$ cat src/rtl/rv_pkg.sv
// Shared RV32I decode constants and the execute-stage FSM state type.
// Also holds the small opcode/funct3 classification helpers used by ex_stage.
package rv_pkg;

    localparam logic [6:0] OPC_OP    = 7'h33;
    localparam logic [6:0] OPC_OPIMM = 7'h13;
    localparam logic [6:0] OPC_LUI   = 7'h37;
    localparam logic [6:0] OPC_LOAD  = 7'h03;
    localparam logic [6:0] OPC_STORE = 7'h23;

    localparam logic [2:0] F3_ADD  = 3'b000;
    localparam logic [2:0] F3_SLL  = 3'b001;
    localparam logic [2:0] F3_SLT  = 3'b010;
    localparam logic [2:0] F3_SLTU = 3'b011;
    localparam logic [2:0] F3_XOR  = 3'b100;
    localparam logic [2:0] F3_SRL  = 3'b101;
    localparam logic [2:0] F3_OR   = 3'b110;
    localparam logic [2:0] F3_AND  = 3'b111;

    typedef enum logic {
        IDLE  = 1'b0,
        SHIFT = 1'b1
    } ex_state_e;

    function automatic logic is_alu_op(input logic [6:0] t);
        return (t == OPC_OP) || (t == OPC_OPIMM);
    endfunction

    function automatic logic is_shift(input logic [6:0] t, input logic [2:0] f3);
        return is_alu_op(t) && ((f3 == F3_SLL) || (f3 == F3_SRL));
    endfunction

    // Anything outside this set travels down the pipe as a bubble.
    function automatic logic is_known_op(input logic [6:0] t);
        return is_alu_op(t) || (t == OPC_LUI) || (t == OPC_LOAD) || (t == OPC_STORE);
    endfunction

endpackage

$ cat src/rtl/ex_stage_if.sv
// ID/EX -> EX/MEM pipeline bundle. The upstream pipeline owns the master side,
// the execute stage owns the slave side.
interface ex_stage_if #(parameter int XLEN = 32);

    logic            flush;
    logic [6:0]      ex_t;
    logic [2:0]      ex_st;
    logic            ex_sst;
    logic [XLEN-1:0] ex_n1;
    logic [XLEN-1:0] ex_n2;
    logic [4:0]      ex_wa;
    logic            ex_we;

    logic            stall_req;
    logic [6:0]      mem_t;
    logic [2:0]      mem_st;
    logic [XLEN-1:0] mem_res;
    logic [XLEN-1:0] mem_n2;
    logic [4:0]      mem_wa;
    logic            mem_we;

    modport master (
        output flush, ex_t, ex_st, ex_sst, ex_n1, ex_n2, ex_wa, ex_we,
        input  stall_req, mem_t, mem_st, mem_res, mem_n2, mem_wa, mem_we
    );

    modport slave (
        input  flush, ex_t, ex_st, ex_sst, ex_n1, ex_n2, ex_wa, ex_we,
        output stall_req, mem_t, mem_st, mem_res, mem_n2, mem_wa, mem_we
    );

endinterface

$ cat src/rtl/ex_stage_shifter.sv
// One-bit-per-cycle shifter. start loads the operand and count; done is high
// in the cycle the count reaches 1, with o_result already holding the last step.
module serial_shifter #(
    parameter int XLEN = 32,
    parameter int SHW  = 5
) (
    input  logic            clk,
    input  logic            rst_n,
    input  logic            i_clear,
    input  logic            i_start,
    input  logic [XLEN-1:0] i_data,
    input  logic [SHW-1:0]  i_amt,
    input  logic            i_left,
    input  logic            i_arith,
    output logic            o_done,
    output logic [XLEN-1:0] o_result
);

    logic [XLEN-1:0] r_acc;
    logic [SHW-1:0]  r_cnt;
    logic            r_left;
    logic            r_arith;
    logic [XLEN-1:0] w_step;

    assign w_step   = r_left ? {r_acc[XLEN-2:0], 1'b0}
                             : {(r_arith & r_acc[XLEN-1]), r_acc[XLEN-1:1]};
    assign o_result = w_step;
    assign o_done   = (r_cnt == SHW'(1));

    // NOTE: sequential state uses non-blocking (<=) so every register samples pre-edge values.
    always_ff @(posedge clk or negedge rst_n) begin
        if (!rst_n) begin
            r_acc   <= '0;
            r_cnt   <= '0;
            r_left  <= 1'b0;
            r_arith <= 1'b0;
        end else if (i_clear) begin
            r_acc <= '0;
            r_cnt <= '0;
        end else if (i_start) begin
            r_acc   <= i_data;
            r_cnt   <= i_amt;
            r_left  <= i_left;
            r_arith <= i_arith;
        end else if (r_cnt != '0) begin
            r_acc <= w_step;
            r_cnt <= r_cnt - SHW'(1);
        end
    end

endmodule

$ cat src/rtl/ex_stage.sv
// RV32I execute stage: single-cycle ALU/address path plus a stalling serial
// shifter, with the EX/MEM output registers.
module ex_stage
    import rv_pkg::*;
#(
    parameter int XLEN = 32,
    parameter int SHW  = 5
) (
    input  logic       clk,
    input  logic       rst_n,
    ex_stage_if.slave  bus
);

    ex_state_e       r_state;
    ex_state_e       w_state_next;

    logic [6:0]      r_t;
    logic [2:0]      r_st;
    logic [4:0]      r_wa;
    logic            r_we;

    logic [6:0]      r_mem_t;
    logic [2:0]      r_mem_st;
    logic [XLEN-1:0] r_mem_res;
    logic [XLEN-1:0] r_mem_n2;
    logic [4:0]      r_mem_wa;
    logic            r_mem_we;

    logic [6:0]      w_nxt_t;
    logic [2:0]      w_nxt_st;
    logic [XLEN-1:0] w_nxt_res;
    logic [XLEN-1:0] w_nxt_n2;
    logic [4:0]      w_nxt_wa;
    logic            w_nxt_we;

    logic [XLEN-1:0] w_alu;
    logic [SHW-1:0]  w_shamt;
    logic            w_start;
    logic            w_stall;
    logic            w_sh_done;
    logic [XLEN-1:0] w_sh_result;

    assign w_shamt = bus.ex_n2[SHW-1:0];

    serial_shifter #(.XLEN(XLEN), .SHW(SHW)) u_shifter (
        .clk      (clk),
        .rst_n    (rst_n),
        .i_clear  (bus.flush),
        .i_start  (w_start),
        .i_data   (bus.ex_n1),
        .i_amt    (w_shamt),
        .i_left   (bus.ex_st == F3_SLL),
        .i_arith  (bus.ex_sst),
        .o_done   (w_sh_done),
        .o_result (w_sh_result)
    );

    // Shift funct3 only reaches this path with shamt=0, so the result is n1 unchanged.
    always_comb begin
        // NOTE: default first so no path through the case can infer a latch.
        w_alu = '0;
        if (is_alu_op(bus.ex_t)) begin
            unique case (bus.ex_st)
                F3_ADD:  w_alu = (bus.ex_t == OPC_OP && bus.ex_sst) ? bus.ex_n1 - bus.ex_n2
                                                                    : bus.ex_n1 + bus.ex_n2;
                F3_SLT:  w_alu = {{(XLEN-1){1'b0}}, ($signed(bus.ex_n1) < $signed(bus.ex_n2))};
                F3_SLTU: w_alu = {{(XLEN-1){1'b0}}, (bus.ex_n1 < bus.ex_n2)};
                F3_XOR:  w_alu = bus.ex_n1 ^ bus.ex_n2;
                F3_OR:   w_alu = bus.ex_n1 | bus.ex_n2;
                F3_AND:  w_alu = bus.ex_n1 & bus.ex_n2;
                default: w_alu = bus.ex_n1;
            endcase
        end else if (bus.ex_t == OPC_LUI) begin
            w_alu = bus.ex_n2;
        end else if (bus.ex_t == OPC_LOAD || bus.ex_t == OPC_STORE) begin
            w_alu = bus.ex_n1 + bus.ex_n2;
        end
    end

    always_comb begin
        w_state_next = r_state;
        w_start      = 1'b0;
        w_stall      = 1'b0;
        w_nxt_t      = '0;
        w_nxt_st     = '0;
        w_nxt_res    = '0;
        w_nxt_n2     = '0;
        w_nxt_wa     = '0;
        w_nxt_we     = 1'b0;
        unique case (r_state)
            IDLE: begin
                if (bus.flush) begin
                    w_state_next = IDLE;
                end else if (is_shift(bus.ex_t, bus.ex_st) && w_shamt != '0) begin
                    w_start      = 1'b1;
                    w_stall      = 1'b1;
                    w_state_next = SHIFT;
                end else if (is_known_op(bus.ex_t)) begin
                    w_nxt_t   = bus.ex_t;
                    w_nxt_st  = bus.ex_st;
                    w_nxt_res = w_alu;
                    w_nxt_n2  = bus.ex_n2;
                    w_nxt_wa  = bus.ex_wa;
                    w_nxt_we  = bus.ex_we;
                end
            end
            SHIFT: begin
                if (bus.flush) begin
                    w_state_next = IDLE;
                end else if (w_sh_done) begin
                    w_state_next = IDLE;
                    w_nxt_t      = r_t;
                    w_nxt_st     = r_st;
                    w_nxt_res    = w_sh_result;
                    w_nxt_wa     = r_wa;
                    w_nxt_we     = r_we;
                end else begin
                    w_stall = 1'b1;
                end
            end
            default: w_state_next = IDLE;
        endcase
    end

    always_ff @(posedge clk or negedge rst_n) begin
        if (!rst_n) begin
            r_state   <= IDLE;
            r_t       <= '0;
            r_st      <= '0;
            r_wa      <= '0;
            r_we      <= 1'b0;
            r_mem_t   <= '0;
            r_mem_st  <= '0;
            r_mem_res <= '0;
            r_mem_n2  <= '0;
            r_mem_wa  <= '0;
            r_mem_we  <= 1'b0;
        end else begin
            r_state   <= w_state_next;
            r_mem_t   <= w_nxt_t;
            r_mem_st  <= w_nxt_st;
            r_mem_res <= w_nxt_res;
            r_mem_n2  <= w_nxt_n2;
            r_mem_wa  <= w_nxt_wa;
            r_mem_we  <= w_nxt_we;
            if (w_start) begin
                r_t  <= bus.ex_t;
                r_st <= bus.ex_st;
                r_wa <= bus.ex_wa;
                r_we <= bus.ex_we;
            end
        end
    end

    // Held low during reset so a shift sitting in ID/EX cannot stall the pipe.
    assign bus.stall_req = rst_n & w_stall;
    assign bus.mem_t     = r_mem_t;
    assign bus.mem_st    = r_mem_st;
    assign bus.mem_res   = r_mem_res;
    assign bus.mem_n2    = r_mem_n2;
    assign bus.mem_wa    = r_mem_wa;
    assign bus.mem_we    = r_mem_we;

endmodule

$ cat src/flat_wrapper.sv
// flat-port wrapper written by rule: the top's interface ports become plain ports
module ex_stage_flat import rv_pkg::*;
#(
    parameter int XLEN = 32,
    parameter int SHW  = 5
)
  (clk, rst_n, bus_flush, bus_ex_t, bus_ex_st, bus_ex_sst, bus_ex_n1, bus_ex_n2, bus_ex_wa, bus_ex_we, bus_stall_req, bus_mem_t, bus_mem_st, bus_mem_res, bus_mem_n2, bus_mem_wa, bus_mem_we);
  ex_stage_if #(.XLEN(XLEN)) bus_i ();
  input  logic clk;
  input  logic rst_n;
  input wire logic [$bits(bus_i.flush)-1:0] bus_flush;
  input wire logic [$bits(bus_i.ex_t)-1:0] bus_ex_t;
  input wire logic [$bits(bus_i.ex_st)-1:0] bus_ex_st;
  input wire logic [$bits(bus_i.ex_sst)-1:0] bus_ex_sst;
  input wire logic [$bits(bus_i.ex_n1)-1:0] bus_ex_n1;
  input wire logic [$bits(bus_i.ex_n2)-1:0] bus_ex_n2;
  input wire logic [$bits(bus_i.ex_wa)-1:0] bus_ex_wa;
  input wire logic [$bits(bus_i.ex_we)-1:0] bus_ex_we;
  output wire logic [$bits(bus_i.stall_req)-1:0] bus_stall_req;
  output wire logic [$bits(bus_i.mem_t)-1:0] bus_mem_t;
  output wire logic [$bits(bus_i.mem_st)-1:0] bus_mem_st;
  output wire logic [$bits(bus_i.mem_res)-1:0] bus_mem_res;
  output wire logic [$bits(bus_i.mem_n2)-1:0] bus_mem_n2;
  output wire logic [$bits(bus_i.mem_wa)-1:0] bus_mem_wa;
  output wire logic [$bits(bus_i.mem_we)-1:0] bus_mem_we;
  assign bus_i.flush = bus_flush;
  assign bus_i.ex_t = bus_ex_t;
  assign bus_i.ex_st = bus_ex_st;
  assign bus_i.ex_sst = bus_ex_sst;
  assign bus_i.ex_n1 = bus_ex_n1;
  assign bus_i.ex_n2 = bus_ex_n2;
  assign bus_i.ex_wa = bus_ex_wa;
  assign bus_i.ex_we = bus_ex_we;
  assign bus_stall_req = bus_i.stall_req;
  assign bus_mem_t = bus_i.mem_t;
  assign bus_mem_st = bus_i.mem_st;
  assign bus_mem_res = bus_i.mem_res;
  assign bus_mem_n2 = bus_i.mem_n2;
  assign bus_mem_wa = bus_i.mem_wa;
  assign bus_mem_we = bus_i.mem_we;
  ex_stage #(.XLEN(XLEN), .SHW(SHW)) u_core (.clk(clk), .rst_n(rst_n), .bus(bus_i));
endmodule
$ cat config.mk
export PLATFORM = sky130hd
export DESIGN_NAME = ex_stage_flat
export DESIGN_NICKNAME = d
export VERILOG_FILES = /design/src/rtl/rv_pkg.sv /design/src/rtl/ex_stage_if.sv /design/src/rtl/ex_stage_shifter.sv /design/src/rtl/ex_stage.sv /design/src/flat_wrapper.sv
export SDC_FILE = /design/constraint.sdc
export NUM_CORES = 1
export LEC_CHECK = 0
export CAP_MARGIN = 15
export CORE_AREA = 2 2 167 169
export DETAILED_ROUTE_END_ITERATION = 6
export DIE_AREA = 0 0 169 171
export PLACE_DENSITY_LB_ADDON = 0.12
export SYNTH_ARGS = -nofsm -noshare
export SYNTH_HDL_FRONTEND = slang
export SYNTH_SLANG_ARGS = --single-unit
$ cat constraint.sdc
create_clock -name clk -period 5.4 [get_ports clk]
set_input_delay 1.08 -clock clk [delete_from_list [all_inputs] [get_ports clk]]
set_output_delay 1.08 -clock clk [all_outputs]
set_load 0.01 [all_outputs]
---- After elaboration in Yosys (flattened, before gate mapping) ----
Cells that the tools add are included.
cells by class
  equal/unequal tests ..................... 13
  $lt $le $gt $ge ......................... 2
  reduce and logical (&&, ||, !) cells .... 14
  bitwise gates (word level) .............. 7
  add/sub/neg operators ................... 3
  mux-type cells .......................... 52
operator list
  cell                  number
  $mux W32              17
  $pmux W32 S6          1
  $lt A32 B32 Y1        2
  $pmux W32 S2          1
  $mux W5               8
  $mux W7               5
  $add A32 B32 Y32      1
  $and A32 B32 Y32      1
  $or A32 B32 Y32       1
  $sub A32 B32 Y32      1
  $xor A32 B32 Y32      1
  $eq A7 B6 Y1 const B  3
  $mux W3               5
  $pmux W7 S2           1
  $eq A3 B3 Y1 const B  4
  $mux W1               10
  $pmux W5 S2           1
  $reduce_bool A5 Y1    2
  $eq A7 B2 Y1 const B  1
  $eq A7 B5 Y1 const B  1
  $eq A3 B2 Y1 const B  2
  $logic_or A1 B1 Y1    6
  $pmux W3 S2           1
  $eq A5 B1 Y1 const B  1
  9 further kinds       14
storage, ports and cells
  output and inout port bits .............. 81
  flip-flop bits (word level) ............. 136
  input bits .............................. 84
  word-level logic and storage cells ...... 106

---- Longest topological paths before layout ----
  word-level depth ........................ 9
  depth in mapped cells ................... 13
  mapped depth without buffers ............ 13

---- Hierarchy ----
A second synthesis with hierarchy kept.
second synthesis, totals
  cells, all modules ...................... 1471
  area, all modules ....................... 12238.0 um2
modules (own cells, without submodules)
  module          cells each  times used  area an instance (um2)  sequential area each (um2)
  ex_stage        1287        1           9818.2                  2427.3
  serial_shifter  184         1           2419.8                  975.9

---- Worst setup path after synthesis ----
OpenSTA, ideal clock, no wires.
  path type ............................... in2reg
  start ................................... input port bus_ex_n1[0]
  end ..................................... register u_core.r_mem_res[30], in the netlist u_core.bus.mem_res[30]
  setup slack ............................. 1.701 ns
  cell stages on the path ................. 13
  setup time .............................. 0.129 ns
  arrival time ............................ 3.570 ns
  cells stage by stage .................... inv_1 > ha_1 > fa_1 > o21ba_1 > or4_1 > o2111ai_1 > and3_1 > or3b_1 > a211oi_2 > o21ba_1 > or4_1 > o2111ai_1 > nand3_1
on the way
  cells in the longest elaborated chain, start to end .. 8
  elaborated cells between the ends (all ways) .. 11
  classes of those cells .................. add/sub: 2; mux: 9
RTL lines
  item                                                         line                                            source
  start: declaration                                           flat_wrapper.sv:15                              input wire logic [$bits(bus_i.ex_n1)-1:0] bus_ex_n1;
  $add A32 B32 Y32 / $sub A32 B32 Y32 (equally long branches)  ex_stage.sv:65, ex_stage.sv:76, ex_stage.sv:64
  $mux W32, on equally long branches                           ex_stage.sv:64, ex_stage.sv:75
  $pmux W32 S6 / $mux W32 (equally long branches)              ex_stage.sv:63, ex_stage.sv:73
  $mux W32 *                                                   ex_stage.sv:62                                  if (is_alu_op(bus.ex_t)) begin
  $mux W32 *                                                   ex_stage.sv:98                                  end else if (is_known_op(bus.ex_t)) begin
  $mux W32 *                                                   ex_stage.sv:94                                  end else if (is_shift(bus.ex_t, bus.ex_st) && w_shamt != '0) begin
  $mux W32 *                                                   ex_stage.sv:92                                  if (bus.flush) begin
  $pmux W32 S2 *                                               ex_stage.sv:90                                  unique case (r_state)
  via u_core.w_nxt_res[30]                                     ex_stage.sv:31                                  logic [XLEN-1:0] w_nxt_res;
  end signal: assignment                                       ex_stage.sv:142                                 r_mem_res <= w_nxt_res;
  end: declaration                                             ex_stage.sv:24                                  logic [XLEN-1:0] r_mem_res;
Mark *: on every way through the listed nets, which the timed path passes. The rest lies on a longest branch.
A chain may end at the register's enable or synchronous reset.

---- Final worst setup path ----
  start ................................... input port bus_ex_t[2]
  end ..................................... output port bus_stall_req
on the way
  cells in the longest elaborated chain, start to end .. 8
  elaborated cells between the ends (all ways) .. 9
  classes of those cells .................. eq/ne: 2; mux: 3; bitwise: 1; reduce/logical: 3
RTL lines
  item                                                 line                source
  start: declaration                                   flat_wrapper.sv:12  input wire logic [$bits(bus_i.ex_t)-1:0] bus_ex_t;
  $eq A7 B6 Y1 / $eq A7 B5 Y1 (equally long branches)  rv_pkg.sv:26        return (t == OPC_OP) || (t == OPC_OPIMM);
  $logic_or A1 B1 Y1 *                                 rv_pkg.sv:26
  $logic_and A1 B1 Y1 *                                rv_pkg.sv:30        return is_alu_op(t) && ((f3 == F3_SLL) || (f3 == F3_SRL));
  $logic_and A1 B1 Y1 *                                ex_stage.sv:94
  $mux W1 *                                            ex_stage.sv:94
  $mux W1 *                                            ex_stage.sv:92
  $pmux W1 S2 *                                        ex_stage.sv:90
  via u_core.w_stall                                   ex_stage.sv:39      logic w_stall;
  $and A1 B1 Y1 *                                      ex_stage.sv:156     assign bus.stall_req = rst_n & w_stall;
  end: declaration                                     flat_wrapper.sv:19  output wire logic [$bits(bus_i.stall_req)-1:0] bus_stall_req;
Marks and branches as above.

==> out/metrics.yaml <==
sta:
  setup_viol: 0
  slew_headroom: 0.328
  period_needed_ps: 4610
  rsz0062_at_grt: "false"
  slew_violations: 0
  fmax_mhz: 217
  worst_pin_slew_ps: 1010
  worst_slack_ps: 793
  finalHoldViolations: 0
  fin_worst_skew_ps: 18.5
  finalSetupTns_ps: 0
  hold_ws_ps: 469
  period_share: 0.853
global_routing:
  grt_pass1_vias: 12300
  overflow: 0
  antenna_found_initial: 3
  grt.total_usage: 0.334
  grt_start_max_net_pins: 75
  grt_pass1_wl_mm: 73.4
detailed_routing:
  drtPass1Iterations: 5
  drt-total-wl_mm: 48.3
  drt_iter0_markers: 1204
  drtAntennaViolNets: 0
  vias: 12800
  drc: 0
  drt-vias-per-instance: 6.17
  wl_per_cell_um: 23.2
run:
  cap_violations: 0
cts:
  cts_tree: "done"
  numCtsBuffers: 17
  clockBufferDepth: 2
  clk_pin_slew_ps: 60
  insertion_delay_ps: 460
  cts_sinks: 136
  cts_hold_buf: 0
  ctsRootBufferMaster: "clkbuf_16"
  ctsResizeCount: 0
  postCtsSetupRepairBufs: 0
  cts-htree-levels: 4
floorplan:
  initial_core_util: 0.442
  dieArea_um2: 28900
  die_w_um: 169
  fp.dieH_um: 171
  rows: 61
  io_pins: 165
  fp.coreArea_um2: 27300
worst_setup_path:
  arrival_ps: 3530
  worst_ep_required_time_ps: 4320
  r2r_end: "u_core.u_shifter.r_acc[13]$_DFFE_PN0P_"
  r2r-start: "u_core.u_shifter.r_cnt[0]$_DFFE_PN0P_"
  crit_path_end: "bus_stall_req"
  setup.worst_path.class: "input port to output pin"
  endpoint_kind: "output pin"
  startpoint: "bus_ex_t[2]"
  path_max_fanout: 6
  reg2reg_depth: 8
  r2r_slack_ps: 2650
  cp-start-kind: "input port"
power_and_ir_drop:
  power_leakage_nw: 6.48
  ir_drop_mv: 0.180
  powerDensity_nw_per_um2: 264
layout:
  fin_util: 0.536
  nets: 1900
  final_cell_area_um2: 14700
  n_fill_cell: 2719
  syn_to_final_growth_pct: 21.3
  regArea_um2: 3400
  drive_above_1_share: 0.0642
  multi_input_area_um2: 7850
synth:
  synth_warnings: 0
  synth_ff_type: "dfrtp_1"
  async_reset_ff_frac: 1.00
  avgSynthCellArea_um2: 7.54
  ys_seq_area_frac: 0.282
  synthesis.area_um2: 12100
  ys_seq_elements: 136
  syn_inst: 1602
  synth_edf_count: 0
  synth.distinct_cells: 75
  synth_nets: 1786
placed_design:
  place_ws_ps: 535
  dp_hpwl_mm: 35.0
  place_congestion: 0.999
  place_area_um2: 14000
  io_buffers: 164
worst_hold_path:
  hold_path.class: "register to register"
outcome:
  outcome: "finished, final reports clean"
[logic make-up (layout without fill, tap and decap cells)]
family | count (synthesis) | count (layout) | synth area share
other | 0 | 2 | 0
xor gates and xnor gates | 53 | 53 | 0.0384
adders and majority gates | 100 | 100 | 0.105
muxes | 37 | 37 | 0.0310
DFF | 136 | 136 | 0.282
and+or+nand+nor | 541 | 541 | 0.204
AOI/OAI and AO/OA | 516 | 516 | 0.268
buffers and inverters | 219 | 346 | 0.0714
[routing by layer]
| metal | vias up | GRT usage | part of all wire |
|---|---|---|---|
| li1 | 5887 | - | - |
| met1 | 6217 | 0.446 | 0.43 |
| met2 | 610 | 0.538 | 0.46 |
| met3 | 101 | 0.0606 | 0.080 |
| met4 | 0 | 0.130 | 0.032 |
| met5 | - | 0 | 0 |
[layout make-up]
| cell class | instances | area share |
|---|---|---|
| Multi-Input combinational cell | 1247 | 0.535 |
| Sequential cell | 136 | 0.232 |
| Timing Repair Buffer | 212 | 0.135 |
| Clock buffer | 18 | 0.0300 |
| Tap cell | 346 | 0.0295 |
| Inverter | 102 | 0.0261 |
| Clock inverter | 14 | 0.0108 |
| Antenna cell | 2 | 0.000342 |
[registers in the layout (all words and copies together), names as in the netlist]
register / count
u_core.bus.mem_n2: 32
u_core.bus.mem_res: 32
u_core.u_shifter.r_acc: 32
u_core.bus.mem_t: 7
u_core.r_t: 7
u_core.bus.mem_wa: 5
u_core.r_wa: 5
u_core.u_shifter.r_cnt: 5
u_core.bus.mem_st: 3
u_core.r_st: 3
u_core.bus.mem_we: 1
u_core.r_state: 1
u_core.r_we: 1
u_core.u_shifter.r_arith: 1
u_core.u_shifter.r_left: 1
[critical path, stage by stage]
cell	delay (ps)
clkdlybuf4s50_1	610
nor3_1	330
nand2_1	90
buf_4	180
nor2_1	90
buf_4	220
nor2_1	60
nor3_1	180
and2_1	150
clkdlybuf4s50_1	530
[cells in the mapped netlist, types with 9 or more instances]
library cell  count  area share
and2_1           11      0.0057
nor2b_1          10      0.0052
o22ai_1          11      0.0057
nand2_1         155       0.048
nor2_1          204       0.063
xnor2_1          42       0.030
ha_1             98        0.10
a31oi_1          34       0.018
buf_1             9      0.0028
xor2_1           11      0.0080
nor3_1           34       0.014
and3_1           39       0.020
a211oi_1         25       0.016
a22oi_1          21       0.013
a21oi_1         194       0.080
a221oi_1         18       0.013
nor4_1            9      0.0047
nand2b_1         10      0.0052
clkbuf_1         87       0.027
o31ai_1          12      0.0075
o211ai_1         15      0.0093
buf_2            17      0.0070
inv_1           100       0.031
o21ai_0          88       0.036
nand3_1          29       0.012
a21o_1           15      0.0093
o21bai_1         13      0.0081
mux2i_1          34       0.028
dfrtp_1         136        0.28
[placed cells by master, fill, tap and decap left out, drive strengths merged, types with 13 or more instances in the layout]
cell / n
a22oi: 21
o31ai: 14
nand2: 155
and3: 39
mux2i: 34
a21o: 15
a31oi: 34
xnor2: 42
nor2: 204
a221oi: 18
ha: 98
o211ai: 15
a211oi: 28
buf: 53
clkbuf: 18
inv: 110
clkdlybuf4s50: 159
dfrtp: 136
nor3: 34
a21oi: 195
nand3: 29
o21ai: 94
o21bai: 13
[power by group]
group	total [mW]	switching, mW	internal, mW
sequential	1.30	0.146	1.15
combinational	1.34	0.835	0.500
clock	1.23	0.557	0.669
total	3.86	1.54	2.32
[how the worst min path moves through the flow]
stage	slack (ps)	depth (start not counted)	start	end
global placement	450	1	u_core.r_st[0]$_DFFE_PN0P_	u_core.r_st[0]$_DFFE_PN0P_
floorplan	440	1	u_core.r_t[0]$_DFFE_PN0P_	u_core.r_t[0]$_DFFE_PN0P_
finish	470	1	u_core.r_st[0]$_DFFE_PN0P_	u_core.r_st[0]$_DFFE_PN0P_
global route	490	2	u_core.r_wa[3]$_DFFE_PN0P_	u_core.r_wa[3]$_DFFE_PN0P_
CTS	470	1	u_core.r_st[0]$_DFFE_PN0P_	u_core.r_st[0]$_DFFE_PN0P_
detailed placement	460	1	u_core.r_st[0]$_DFFE_PN0P_	u_core.r_st[0]$_DFFE_PN0P_
[metrics by stage]
step	power (mW)	cells
floorplan	2.16	1602
global placement	2.61	2043
detailed placement	2.62	2043
CTS	3.85	2075
global route	4.07	2075
finish	3.86	2077
(Power assumes the default switching activity.)
